<file path="config.mk">
export PLATFORM = sky130hd
export DESIGN_NAME = alu_yoosys
export DESIGN_NICKNAME = d
export VERILOG_FILES = /design/src/rtl/alu_yoosys.sv
export SDC_FILE = /design/constraint.sdc
export NUM_CORES = 1
export LEC_CHECK = 0
export ABC_AREA = 1
export BUFFER_PORTS_ARGS = -buffer_cell sky130_fd_sc_hd__buf_2
export CORE_UTILIZATION = 40
export CTS_CLUSTER_SIZE = 28
export DETAILED_ROUTE_END_ITERATION = 6
export GPL_ROUTABILITY_DRIVEN = 0
export PLACE_DENSITY_LB_ADDON = 0.05
export SYNTH_ARGS = -nofsm -noshare
export SYNTH_HDL_FRONTEND = slang
export SYNTH_SLANG_ARGS = --single-unit
export TNS_END_PERCENT = 1
</file>
<file path="constraint.sdc">
create_clock -name clk -period 0.8 [get_ports clk]
set_input_delay 0.16 -clock clk [delete_from_list [all_inputs] [get_ports clk]]
set_output_delay 0.16 -clock clk [all_outputs]
set_load 0.01 [all_outputs]
</file>
<file path="src/rtl/alu_yoosys.sv">
// Registered 16-bit, 8-operation ALU with negative/zero flags and one cycle of latency.
// Optional signed-overflow flag output enabled by defining ALU_OVF_EN.
module alu_yoosys #(
   parameter int WIDTH = 16
) (
   input  logic             clk,
   input  logic             rst_n,
   input  logic             in_valid,
   input  logic [WIDTH-1:0] in_m,
   input  logic [WIDTH-1:0] in_n,
   input  logic             in_c,
   input  logic [2:0]       opc,
   output logic [WIDTH-1:0] out_f,
   output logic             neg,
   output logic             zer,
   output logic             out_valid
`ifdef ALU_OVF_EN
   ,output logic            ovf
`endif
);

   logic [WIDTH-1:0] res_s;
   logic             neg_s;
   logic             zer_s;

   // Combinational result for the selected operation, truncated to WIDTH bits.
   always_comb begin
      res_s = {WIDTH{1'b0}};
      case (opc)
         3'd0: res_s = in_m + in_n + {{(WIDTH-1){1'b0}}, in_c};
         3'd1: res_s = in_m + {1'b0, in_n[WIDTH-1:1]};
         3'd2: begin
            if ($signed(in_m) > $signed(in_n)) begin
               res_s = in_m;
            end else begin
               res_s = in_n;
            end
         end
         3'd3: res_s = {in_m[WIDTH-2:0], 1'b0} + in_m;
         3'd4: res_s = in_m & in_n;
         3'd5: res_s = in_m | in_n;
         3'd6: res_s = ~in_m;
         3'd7: res_s = {WIDTH{1'b0}};
         default: res_s = {WIDTH{1'b0}};
      endcase
      neg_s = res_s[WIDTH-1];
      zer_s = (res_s == {WIDTH{1'b0}});
   end

`ifdef ALU_OVF_EN
   logic [WIDTH+1:0] wide_m_s;
   logic [WIDTH+1:0] wide_s;
   logic             ovf_s;

   // Exact signed result two bits wider than WIDTH; overflow when the top three bits disagree.
   always_comb begin
      wide_m_s = {{2{in_m[WIDTH-1]}}, in_m};
      wide_s   = {(WIDTH+2){1'b0}};
      ovf_s    = 1'b0;
      case (opc)
         3'd0: wide_s = wide_m_s + {{2{in_n[WIDTH-1]}}, in_n} + {{(WIDTH+1){1'b0}}, in_c};
         3'd1: wide_s = wide_m_s + {3'b000, in_n[WIDTH-1:1]};
         3'd3: wide_s = {wide_m_s[WIDTH:0], 1'b0} + wide_m_s;
         default: wide_s = {(WIDTH+2){1'b0}};
      endcase
      if ((opc == 3'd0) || (opc == 3'd1) || (opc == 3'd3)) begin
         ovf_s = !((wide_s[WIDTH+1] == wide_s[WIDTH]) && (wide_s[WIDTH] == wide_s[WIDTH-1]));
      end else begin
         ovf_s = 1'b0;
      end
   end

   // Overflow flag is loaded together with the result.
   always_ff @(posedge clk or negedge rst_n) begin
      if (!rst_n) begin
         ovf <= 1'b0;
      end else if (in_valid) begin
         ovf <= ovf_s;
      end
   end
`endif

   // Output stage: load on accepted operation, otherwise hold the result and drop valid.
   always_ff @(posedge clk or negedge rst_n) begin
      if (!rst_n) begin
         out_f     <= {WIDTH{1'b0}};
         neg       <= 1'b0;
         zer       <= 1'b0;
         out_valid <= 1'b0;
      end else if (in_valid) begin
         out_f     <= res_s;
         neg       <= neg_s;
         zer       <= zer_s;
         out_valid <= 1'b1;
      end else begin
         out_valid <= 1'b0;
      end
   end

endmodule

</file>
After elaboration in Yosys (flattened, before gate mapping)
Cells that the tools add are included.
{"block": "word_totals", "reg_bits": 19, "in_bits": 39, "out_inout_bits": 19, "elab_cells": 24}
{"block": "classes", "n_addsub": 4, "n_lt_le_gt_ge": 1, "n_eq_ne": 7, "n_mux": 3, "bitwise": 3, "n_reduce_logical": 2}
{"operator": "16-bit case mux with 8 select lines", "n": 1}
{"operator": "16-bit adder", "n": 2}
{"operator": "16-bit by 1-bit adder with 16-bit output", "n": 1}
{"operator": "16-bit by 15-bit adder with 16-bit output", "n": 1}
{"operator": "16-bit AND", "n": 1}
{"operator": "16-bit > comparator", "n": 1}
{"operator": "16-bit zero test", "n": 1}
{"operator": "16-bit two-way mux", "n": 1}
{"operator": "16-bit NOT", "n": 1}
{"operator": "16-bit OR", "n": 1}
{"operator": "3-bit equality test, second input constant", "n": 4}
{"operator": "3-bit by 2-bit equality test with 1-bit output, second input constant", "n": 2}
{"operator": "3-bit by 1-bit equality test with 1-bit output, second input constant", "n": 1}
{"operator": "3-bit zero test", "n": 1}
{"operator": "1-bit two-way mux", "n": 1}

Logic depth before layout (Yosys ltp)
Gate-level depths: netlist (run 1).
{"block": "depth", "depth_word": 4, "mapped_depth": 22, "ltp_nobuf": 22}

Worst setup path after synthesis (run 1)
Ideal clock, no wire load.
{"block": "synth_timing", "kind": "in2reg", "start": "in in_m[0]", "end": "reg zer", "setup_ns": 0.066, "arrival_ns": 2.288, "required_time_ns": 0.734, "slack_ns": -1.553, "cell_stages": 18, "path_buffers": 0, "path_cell_list": "inv_1 -> fa_1 -> fa_1 -> inv_1 -> nand3_1 -> nand2_1 -> inv_1 -> o21bai_1 -> nand3_1 -> nand3_1 -> nand2_1 -> nand2_1 -> nand3_2 -> nor2_1 -> nand3_1 -> nor2_1 -> nand3_1 -> nand2_1"}
{"block": "synth_between", "elab_chain_cells": 4, "elab_cells_between_ends": 11, "classes_between": "4 x add/sub; 1 x order compare; 2 x mux; 3 x bitwise; 1 x reduce/logical"}
{"item": "start, declared", "line_no": "9", "source": "input logic [WIDTH-1:0] in_m,"}
{"item": "16-bit adder / 16-bit > comparator (equally long branches)", "line_no": "30, 33"}
{"item": "16-bit by 1-bit adder with 16-bit output / 16-bit two-way mux (equally long branches)", "line_no": "30, 33"}
{"item": "16-bit case mux with 8 select lines (*)", "line_no": "29", "source": "case (opc)"}
{"item": "16-bit zero test (*)", "line_no": "47", "source": "zer_s = (res_s == {WIDTH{1'b0}});"}
{"item": "end signal, assigned", "line_no": "93", "source": "zer <= zer_s;"}
{"item": "end, declared", "line_no": "15", "source": "output logic zer,"}
Mark *: on every way between the ends. The rest lies on a longest branch, timed or not.
A chain may end at the register's enable or synchronous reset.

Final worst setup path (run 1)
{"block": "layout_timing", "start": "in in_n[8]", "end": "reg zer"}
{"block": "layout_between", "elab_chain_cells": 4, "elab_cells_between_ends": 9, "classes_between": "3 x add/sub; 1 x order compare; 2 x mux; 2 x bitwise; 1 x reduce/logical"}
{"item": "start, declared", "line_no": "10", "source": "input logic [WIDTH-1:0] in_n,"}
{"item": "16-bit adder / 16-bit > comparator (equally long branches)", "line_no": "30, 33"}
{"item": "16-bit by 1-bit adder with 16-bit output / 16-bit two-way mux (equally long branches)", "line_no": "30, 33"}
{"item": "16-bit case mux with 8 select lines (*)", "line_no": "29"}
{"item": "16-bit zero test (*)", "line_no": "47"}
Marked as above.

==> results of run 1 <==
==> timing repair <==
item / in CTS / in global routing
gates cloned: 3 / 0
buffers inserted: 17 / 8
pin swaps: 54 / 67
hold buffers: 1 / 0
endpoints found under the hold margin: 18 / 0
endpoints found under the setup margin: 36 / 36
gates resized for setup: 140 / 122
==> through the flow <==
step                      util (%)  cells  worst slack (ns)  cell area (um^2)  hold slack, ns
after floorplan                  -    755             -1.40              4680          -0.136
final                         72.8   1203             -1.36              8310           0.241
after CTS                     68.1   1195             -1.29              7770           0.239
after detailed placement      60.1   1171             -1.76              6870           0.101
after global routing          72.8   1203             -1.45              8310           0.255
after global placement        60.1   1171             -1.72              6870          0.0923
==> Yosys cell counts, drive strengths merged <==
cell type,instances,area (um^2)
nor3,8,45.0
mux2i,1,10.0
clkbuf,5,18.8
a211oi,2,15.0
xor2,7,61.3
nand2,208,816
nor2,66,260
xnor2,4,35.0
or2,3,18.8
a21boi,2,15.0
ha,77,963
nand3,81,500
o2111ai,2,17.5
o2bb2ai,1,8.76
nor4,3,18.8
a22oi,2,15.0
o31ai,1,7.51
nand3b,8,60.1
a31oi,2,12.5
o22ai,7,43.8
nand4,20,131
a21o,6,45.0
buf,8,53.8
o221ai,1,8.76
inv,96,360
o211ai,1,7.51
dfrtp,18,450
a21oi,60,308
o21bai,4,30.0
o21ai,42,210
fa,4,80.1
a221oi,5,43.8
==> kinds of logic (layout without fill, tap and decap cells) <==
| kind of cell | after synthesis | count (layout) | synth area share [%] |
|---|---|---|---|
| simple gates | 397 | 398 | 39.6 |
| compound gates | 138 | 138 | 16.9 |
| buf+inv | 109 | 413 | 9.27 |
| fa+ha+maj | 81 | 81 | 22.3 |
| flops | 18 | 18 | 9.64 |
| xor+xnor | 11 | 11 | 2.06 |
| mux | 1 | 1 | 0.214 |
==> per-layer routing <==
layer | GRT usage (%) | part of all wire (%) | vias up
met4 | 9.24 | 2.6 | 0
met2 | 56.4 | 49 | 217
met5 | 0 | 0 | -
met3 | 1.23 | 5.4 | 39
met1 | 40.2 | 43 | 3003
li1 | - | - | 3174
==> placed cells by master, fill, tap and decap left out, drive strengths merged, types with 2 or more instances in the layout <==
| cell type | netlist | routed |
|---|---|---|
| buf | 8 | 309 |
| nand2 | 208 | 208 |
| inv | 96 | 96 |
| nand3 | 81 | 82 |
| ha | 77 | 77 |
| nor2 | 66 | 66 |
| a21oi | 60 | 60 |
| o21ai | 42 | 42 |
| nand4 | 20 | 20 |
| dfrtp | 18 | 18 |
| nand3b | 8 | 8 |
| nor3 | 8 | 8 |
| xor2 | 7 | 7 |
| o22ai | 7 | 7 |
| a21o | 6 | 6 |
| clkbuf | 5 | 6 |
| a221oi | 5 | 5 |
| fa | 4 | 4 |
| o21bai | 4 | 4 |
| xnor2 | 4 | 4 |
| nor4 | 3 | 3 |
| or2 | 3 | 3 |
| a211oi | 2 | 2 |
| a22oi | 2 | 2 |
| o2111ai | 2 | 2 |
| a21boi | 2 | 2 |
| a31oi | 2 | 2 |
==> worst register-to-register path, cell delays in order, from the launching register on <==
cell     delay (ns)
dfrtp_1        0.37
mux2i_1        0.15
inv_1          0.06
==> flip-flops by register name (all words and copies together), names as in the netlist <==
name	count
zer	1
out_valid	1
out_f	16
==> power by group through the flow <==
stage	Combinational (mW)	Clock, mW	Sequential, mW
final	6.24	0.957	1.12
after global routing	6.74	1.01	1.15
after CTS	5.57	0.974	1.12
after detailed placement	4.77	0	1.13
after global placement	4.72	0	1.12
after floorplan	2.33	0	1.20
==> worst paths after layout <==
path,to,slack [ns],cells past startpoint
setup / recovery,zer,-1.36,22
hold / removal,out_valid,0.24,2
setup reg to reg,out_f[11],0.11,2
hold reg to reg,out_f[7],0.47,2
max in group asynchronous,out_f[7],0.16,2
min in group asynchronous,out_valid,0.37,2
==> final cells by class <==
cell class	instances	area share, %
Multi-Input combinational cell	629	56.6
Clock buffer	3	0.903
Inverter	96	4.58
Timing Repair Buffer	314	30.3
Tap cell	143	2.15
Sequential cell	18	5.42
==> impl_metrics.json, run 1 <==
{
  "status": "finished with violations",
  "violations": "negative setup slack",
  "grt_pass1_wl_um": 29200,
  "std_cell_rows": 39,
  "slowest_delay_ns": 0.17,
  "vias_per_cell": 5.35,
  "critPathKind": "in2reg",
  "ys_types": 48,
  "clk_latency_ns": 0.24,
  "p_per_area_mw_per_mm2": 1000,
  "multi_input_area_mm2": 0.00470,
  "cts_max_level": 1,
  "yosysSeqAreaShare_pct": 9.64,
  "power.share.clock_pct": 11.5,
  "r2r_start": "out_f[11]",
  "synth_area_mm2": 0.00467,
  "setup_slack_ns": -1.36,
  "p_seq_share_pct": 13.5,
  "crit_top_cell": "nand2_1",
  "die_w_um": 110,
  "ys_ff_latch": 18,
  "drtPass1Iterations": 5,
  "grt_start_max_net_pins": 19,
  "fmax_mhz": 464,
  "fin_setup_tns_ns": -22.49,
  "total_power_mw": 8.32,
  "peakVddDrop_uv": 1750,
  "slowest_stage": "a21oi_4",
  "critPathBufInv": 5,
  "fin_skew_ns": 0,
  "hold_violations": 0,
  "setup_viol": 36,
  "drive_above_1_share_pct": 50.2,
  "p_switching_mw": 3.54,
  "drv_cap": 0,
  "critPathCaptureType": "flop",
  "seq_area_um2": 450,
  "combPwrFrac_pct": 75.0,
  "path_max_fanout": 8,
  "p_leak_nw": 4.27,
  "die_y_um": 110,
  "grt_pass1_vias": 6110,
  "setup.worst_path.start": "in_n[8]",
  "drcViolationCount": 0,
  "drv_slew": 0,
  "grt_use_total_pct": 31.3,
  "min_period_over_period_pct": 269,
  "drtIter0Drc": 429,
  "clock_path_buffers": 2,
  "hold_start": "in_valid",
  "area_growth_pct": 77.9,
  "worst_setup_path_start_kind": "input port",
  "fill_cells": 913,
  "routedWlPerCell_um": 16.0,
  "detail-route-antenna-nets": 0,
  "overflow": 0,
  "cp_cell_sequence": "buf_2, inv_1, buf_4, ha_1, nand2_1, nand2_1, nand2_2, a21oi_4, nor2_4, nand2_4, nand2_8, buf_6, nand3_4, buf_6, nand2_4, nand3_4, nand3_2, nor2_1, nand2_1, nor2_2, nand3_1, nand2_1",
  "clk_pin_slew_ns": 0.05,
  "yosysWarnings": 0,
  "min_period_ns": 2.16,
  "numCtsBuffers": 3,
  "intPower_mw": 4.78,
  "relSlewSlack_pct": 66.0,
  "nets": 1182,
  "swShare_pct": 42.6,
  "clock-root-buffer": "clkbuf_16",
  "io_pins": 58,
  "core-area_mm2": 0.0114,
  "rsz0062_at_grt": "yes",
  "cp.arrival_ns": 2.34,
  "syn-num-nets": 875,
  "n_antenna_cell": 0,
  "crit_family": "simple AND/OR/NAND/NOR gates",
  "critPathRequiredTime_ns": 0.99,
  "hold_class": "in2reg",
  "via_count": 6433,
  "start_util_pct": 40.9,
  "synthCells": 755,
  "hpwlAfterDp_um": 14600,
  "wirelength_um": 19200,
  "clkSinkCount": 18,
  "syn_area_per_cell_um2": 6.19,
  "cts_tree": "built",
  "die-area_mm2": 0.0121,
  "antenna_found_initial": 0,
  "worst_pin_slew_ns": 0.506,
  "portBuffers": 57
}
Power figures use the tool's default switching activity.
==> run 2: changes to the inputs <==
--- a/config.mk
+++ b/config.mk
@@ -7,7 +7,7 @@
 export LEC_CHECK = 0
 export ABC_AREA = 1
 export BUFFER_PORTS_ARGS = -buffer_cell sky130_fd_sc_hd__buf_2
-export CORE_UTILIZATION = 40
+export CORE_UTILIZATION = 60
 export CTS_CLUSTER_SIZE = 28
 export DETAILED_ROUTE_END_ITERATION = 6
 export GPL_ROUTABILITY_DRIVEN = 0
==> run 2 against run 1 <==
The run now fails in clock tree synthesis. Synthesized cell count stayed put. Area after synthesis unchanged.
==> impl_metrics.json, run 2 <==
{
  "status": "aborted with a tool error",
  "stop_stage": "clock tree synthesis",
  "error_line": "[ERROR DPL-0033] detailed placement checks failed during check placement.",
  "synth_largest_area_cell": "ha_1",
  "postCtsHoldBufs": 1,
  "std_cell_rows": 31,
  "yosysWarnings": 0,
  "die_w_um": 90.2,
  "numCtsBuffers": 3,
  "synth-edff-count": 0,
  "hpwlAfterDp_um": 15600,
  "async_flop_share_pct": 100,
  "io_pins": 58,
  "synth_most_common_cell": "nand2_1",
  "cts_resized": 157,
  "synth_commonest_cells": "nand2_1, inv_1, ha_1",
  "syn_area_per_cell_um2": 6.19,
  "ys_ff_latch": 18,
  "clkSinkCount": 18,
  "clock-root-buffer": "clkbuf_8",
  "syn-num-nets": 875,
  "clock_path_buffers": 2,
  "yosysSeqAreaShare_pct": 9.64,
  "start_util_pct": 63.1,
  "die_y_um": 90.2,
  "portBuffers": 57,
  "synth_area_mm2": 0.00467,
  "synthCells": 755,
  "post-cts-setup-buffer-count": 8,
  "post-place-cells": 1116,
  "ys_types": 48,
  "synth_top_area_share_pct": 20.6,
  "yosys-top-cells-area": "ha_1, nand2_1, dfrtp_1, nand3_1, inv_1",
  "cts_max_level": 1,
  "synth_flop_cell": "dfrtp_1"
}
run 2: cell families after synthesis:
| family | after synthesis | synth area share, % |
|---|---|---|
| AND/OR/NAND/NOR | 397 | 39.6 |
| buffers and inverters | 109 | 9.27 |
| multiplexers | 1 | 0.214 |
| XOR/XNOR | 11 | 2.06 |
| adder cells (fa/ha/maj) | 81 | 22.3 |
| AO/OA/AOI/OAI | 138 | 16.9 |
| flip-flops | 18 | 9.64 |
run 2: per-stage QoR:
| step | instance area [um^2] | setup WS [ns] |
|---|---|---|
| after floorplan | 4680 | -1.40 |
| after global placement | 6680 | -1.65 |
| after detailed placement | 6680 | -1.79 |
==> run 3: changes to the inputs <==
--- a/config.mk
+++ b/config.mk
@@ -7,11 +7,10 @@
 export LEC_CHECK = 0
 export ABC_AREA = 1
 export BUFFER_PORTS_ARGS = -buffer_cell sky130_fd_sc_hd__buf_2
-export CORE_UTILIZATION = 60
-export CTS_CLUSTER_SIZE = 28
+export CORE_UTILIZATION = 40
 export DETAILED_ROUTE_END_ITERATION = 6
 export GPL_ROUTABILITY_DRIVEN = 0
-export PLACE_DENSITY_LB_ADDON = 0.05
+export PLACE_DENSITY_LB_ADDON = 0.15
 export SYNTH_ARGS = -nofsm -noshare
 export SYNTH_HDL_FRONTEND = slang
 export SYNTH_SLANG_ARGS = --single-unit
==> run 3 against run 2 <==
The flow now finishes, with violations (negative setup slack).
==> impl_metrics.json, run 3 (synthesis gave the netlist of run 1 again) <==
{
  "cp_cell_sequence": "buf_2, inv_1, ha_1, nor2_2, nand2_1, nor2_4, nand2_4, nand3_4, buf_6, buf_16, nand4_1, nand3_2, nand3_2, nor2_2, nand3_1, nor2_1, nand3_1, nand2_1",
  "worst_pin_slew_ns": 0.930,
  "reg_top3": "out_f: 16 flops, out_valid: 1 flops, zer: 1 flops",
  "drv_cap": 0,
  "p_per_area_mw_per_mm2": 1020,
  "seq_area_um2": 450,
  "min_period_ns": 2.12,
  "fill_cells": 960,
  "final_common_cell": "buf_4",
  "peakVddDrop_uv": 2040,
  "vias_per_cell": 5.29,
  "status": "finished with violations",
  "drcViolationCount": 0,
  "grt_start_max_net_pins": 19,
  "clk_pin_slew_ns": 0.05,
  "die-area_mm2": 0.0121,
  "total_power_mw": 7.94,
  "critPathKind": "in2reg",
  "die_y_um": 110,
  "rsz0062_at_grt": "yes",
  "slowest_delay_ns": 0.34,
  "std_cell_rows": 39,
  "via_count": 6287,
  "hold_class": "in2reg",
  "hold_violations": 0,
  "path_max_fanout": 8,
  "wirelength_um": 18700,
  "finalNonFillerCells": 1189,
  "io_pins": 58,
  "largest_reg_flops": 16,
  "numCtsBuffers": 3,
  "overflow": 0,
  "detail-route-antenna-nets": 0,
  "drv_slew": 0,
  "start_util_pct": 40.9,
  "relSlewSlack_pct": 37.8,
  "violations": "negative setup slack",
  "top_register": "out_f",
  "hpwlAfterDp_um": 14400,
  "clk_latency_ns": 0.24,
  "drtPass1Iterations": 6,
  "portBuffers": 57,
  "fin_skew_ns": 0,
  "design_area_mm2": 0.00781,
  "worst_setup_path_start_kind": "input port",
  "clkSinkCount": 18,
  "setup_slack_ns": -1.32,
  "drive_above_1_share_pct": 44.5,
  "final_util_pct": 68.4,
  "grt_pass1_wl_um": 29100,
  "critPathBufInv": 4,
  "crit_family": "simple AND/OR/NAND/NOR gates",
  "post-place-cells": 1163,
  "final_cell_mix": "buf_4, nand2_1, inv_1",
  "clock-root-buffer": "clkbuf_16",
  "fmax_mhz": 472,
  "cp.arrival_ns": 2.31,
  "core-area_mm2": 0.0114,
  "nets": 1167,
  "clock_path_buffers": 2,
  "antenna_found_initial": 0,
  "routedWlPerCell_um": 15.7,
  "p_leak_nw": 4.13,
  "slowest_stage": "ha_1",
  "die_w_um": 110,
  "grt_use_total_pct": 30.8,
  "cts_max_level": 1,
  "n_antenna_cell": 0,
  "drtIter0Drc": 350,
  "min_period_over_period_pct": 265,
  "area_growth_pct": 67.1,
  "critPathCaptureType": "flop",
  "multi_input_area_mm2": 0.00439,
  "cts_tree": "built",
  "setup_viol": 36,
  "critPathRequiredTime_ns": 0.99,
  "post_dp_cell_area_mm2": 0.00678,
  "fin_setup_tns_ns": -22.42,
  "grt_pass1_vias": 6150
}
## run 3: power breakdown
part | switching (mW) | internal (mW) | total (mW)
combinational | 2.95 | 2.80 | 5.75
sequential | 0.0746 | 1.05 | 1.12
clock | 0.309 | 0.759 | 1.07
## run 3: path summary, 6_finish.rpt
check	start	end	slack, ns	cells after the start
max in group asynchronous	rst_n	out_f[8]	0.17	2
hold / removal	in_valid	out_valid	0.23	2
min in group asynchronous	rst_n	zer	0.36	2
setup reg to reg	out_f[11]	out_f[11]	0.11	2
setup / recovery	in_m[10]	zer	-1.32	18
hold reg to reg	out_f[2]	out_f[2]	0.48	2
## run 3: cell type report
cell class	instances	area share (%)
clock buffer	4	1.14
inverter	96	4.81
multi-input combinational	629	56.2
sequential	18	5.77
tap	143	2.29
timing repair buffer	299	29.8
## run 3: per-stage QoR
| step | hold slack [ns] | setup slack, ns |
|---|---|---|
| 3_3_place_gp | 0.0891 | -1.71 |
| 2_1_floorplan | -0.136 | -1.40 |
| 4_1_cts | 0.221 | -1.27 |
| 5_1_grt | 0.240 | -1.48 |
| 3_5_place_dp | 0.0968 | -1.75 |
| 6_report | 0.227 | -1.32 |
## run 3: what timing repair did
action                                  4_1_cts  5_1_grt
hold buffers                                  1        0
buffers inserted                             10        8
endpoints found under the setup margin       36       36
gates resized for setup                     124       47
gates cloned                                  3        0
pin swaps                                    57       32
endpoints found under the hold margin        18        0
## run 3: routing by layer
| layer | vias up | share of wire (%) | wire, um | GRT usage, % |
|---|---|---|---|---|
| li1 | 3125 | - | - | - |
| met5 | - | 0 | 0 | 0 |
| met3 | 54 | 5.8 | 1080 | 2.23 |
| met4 | 0 | 3.2 | 599 | 9.52 |
| met1 | 2871 | 44 | 8130 | 40.1 |
| met2 | 237 | 47 | 8860 | 53.7 |
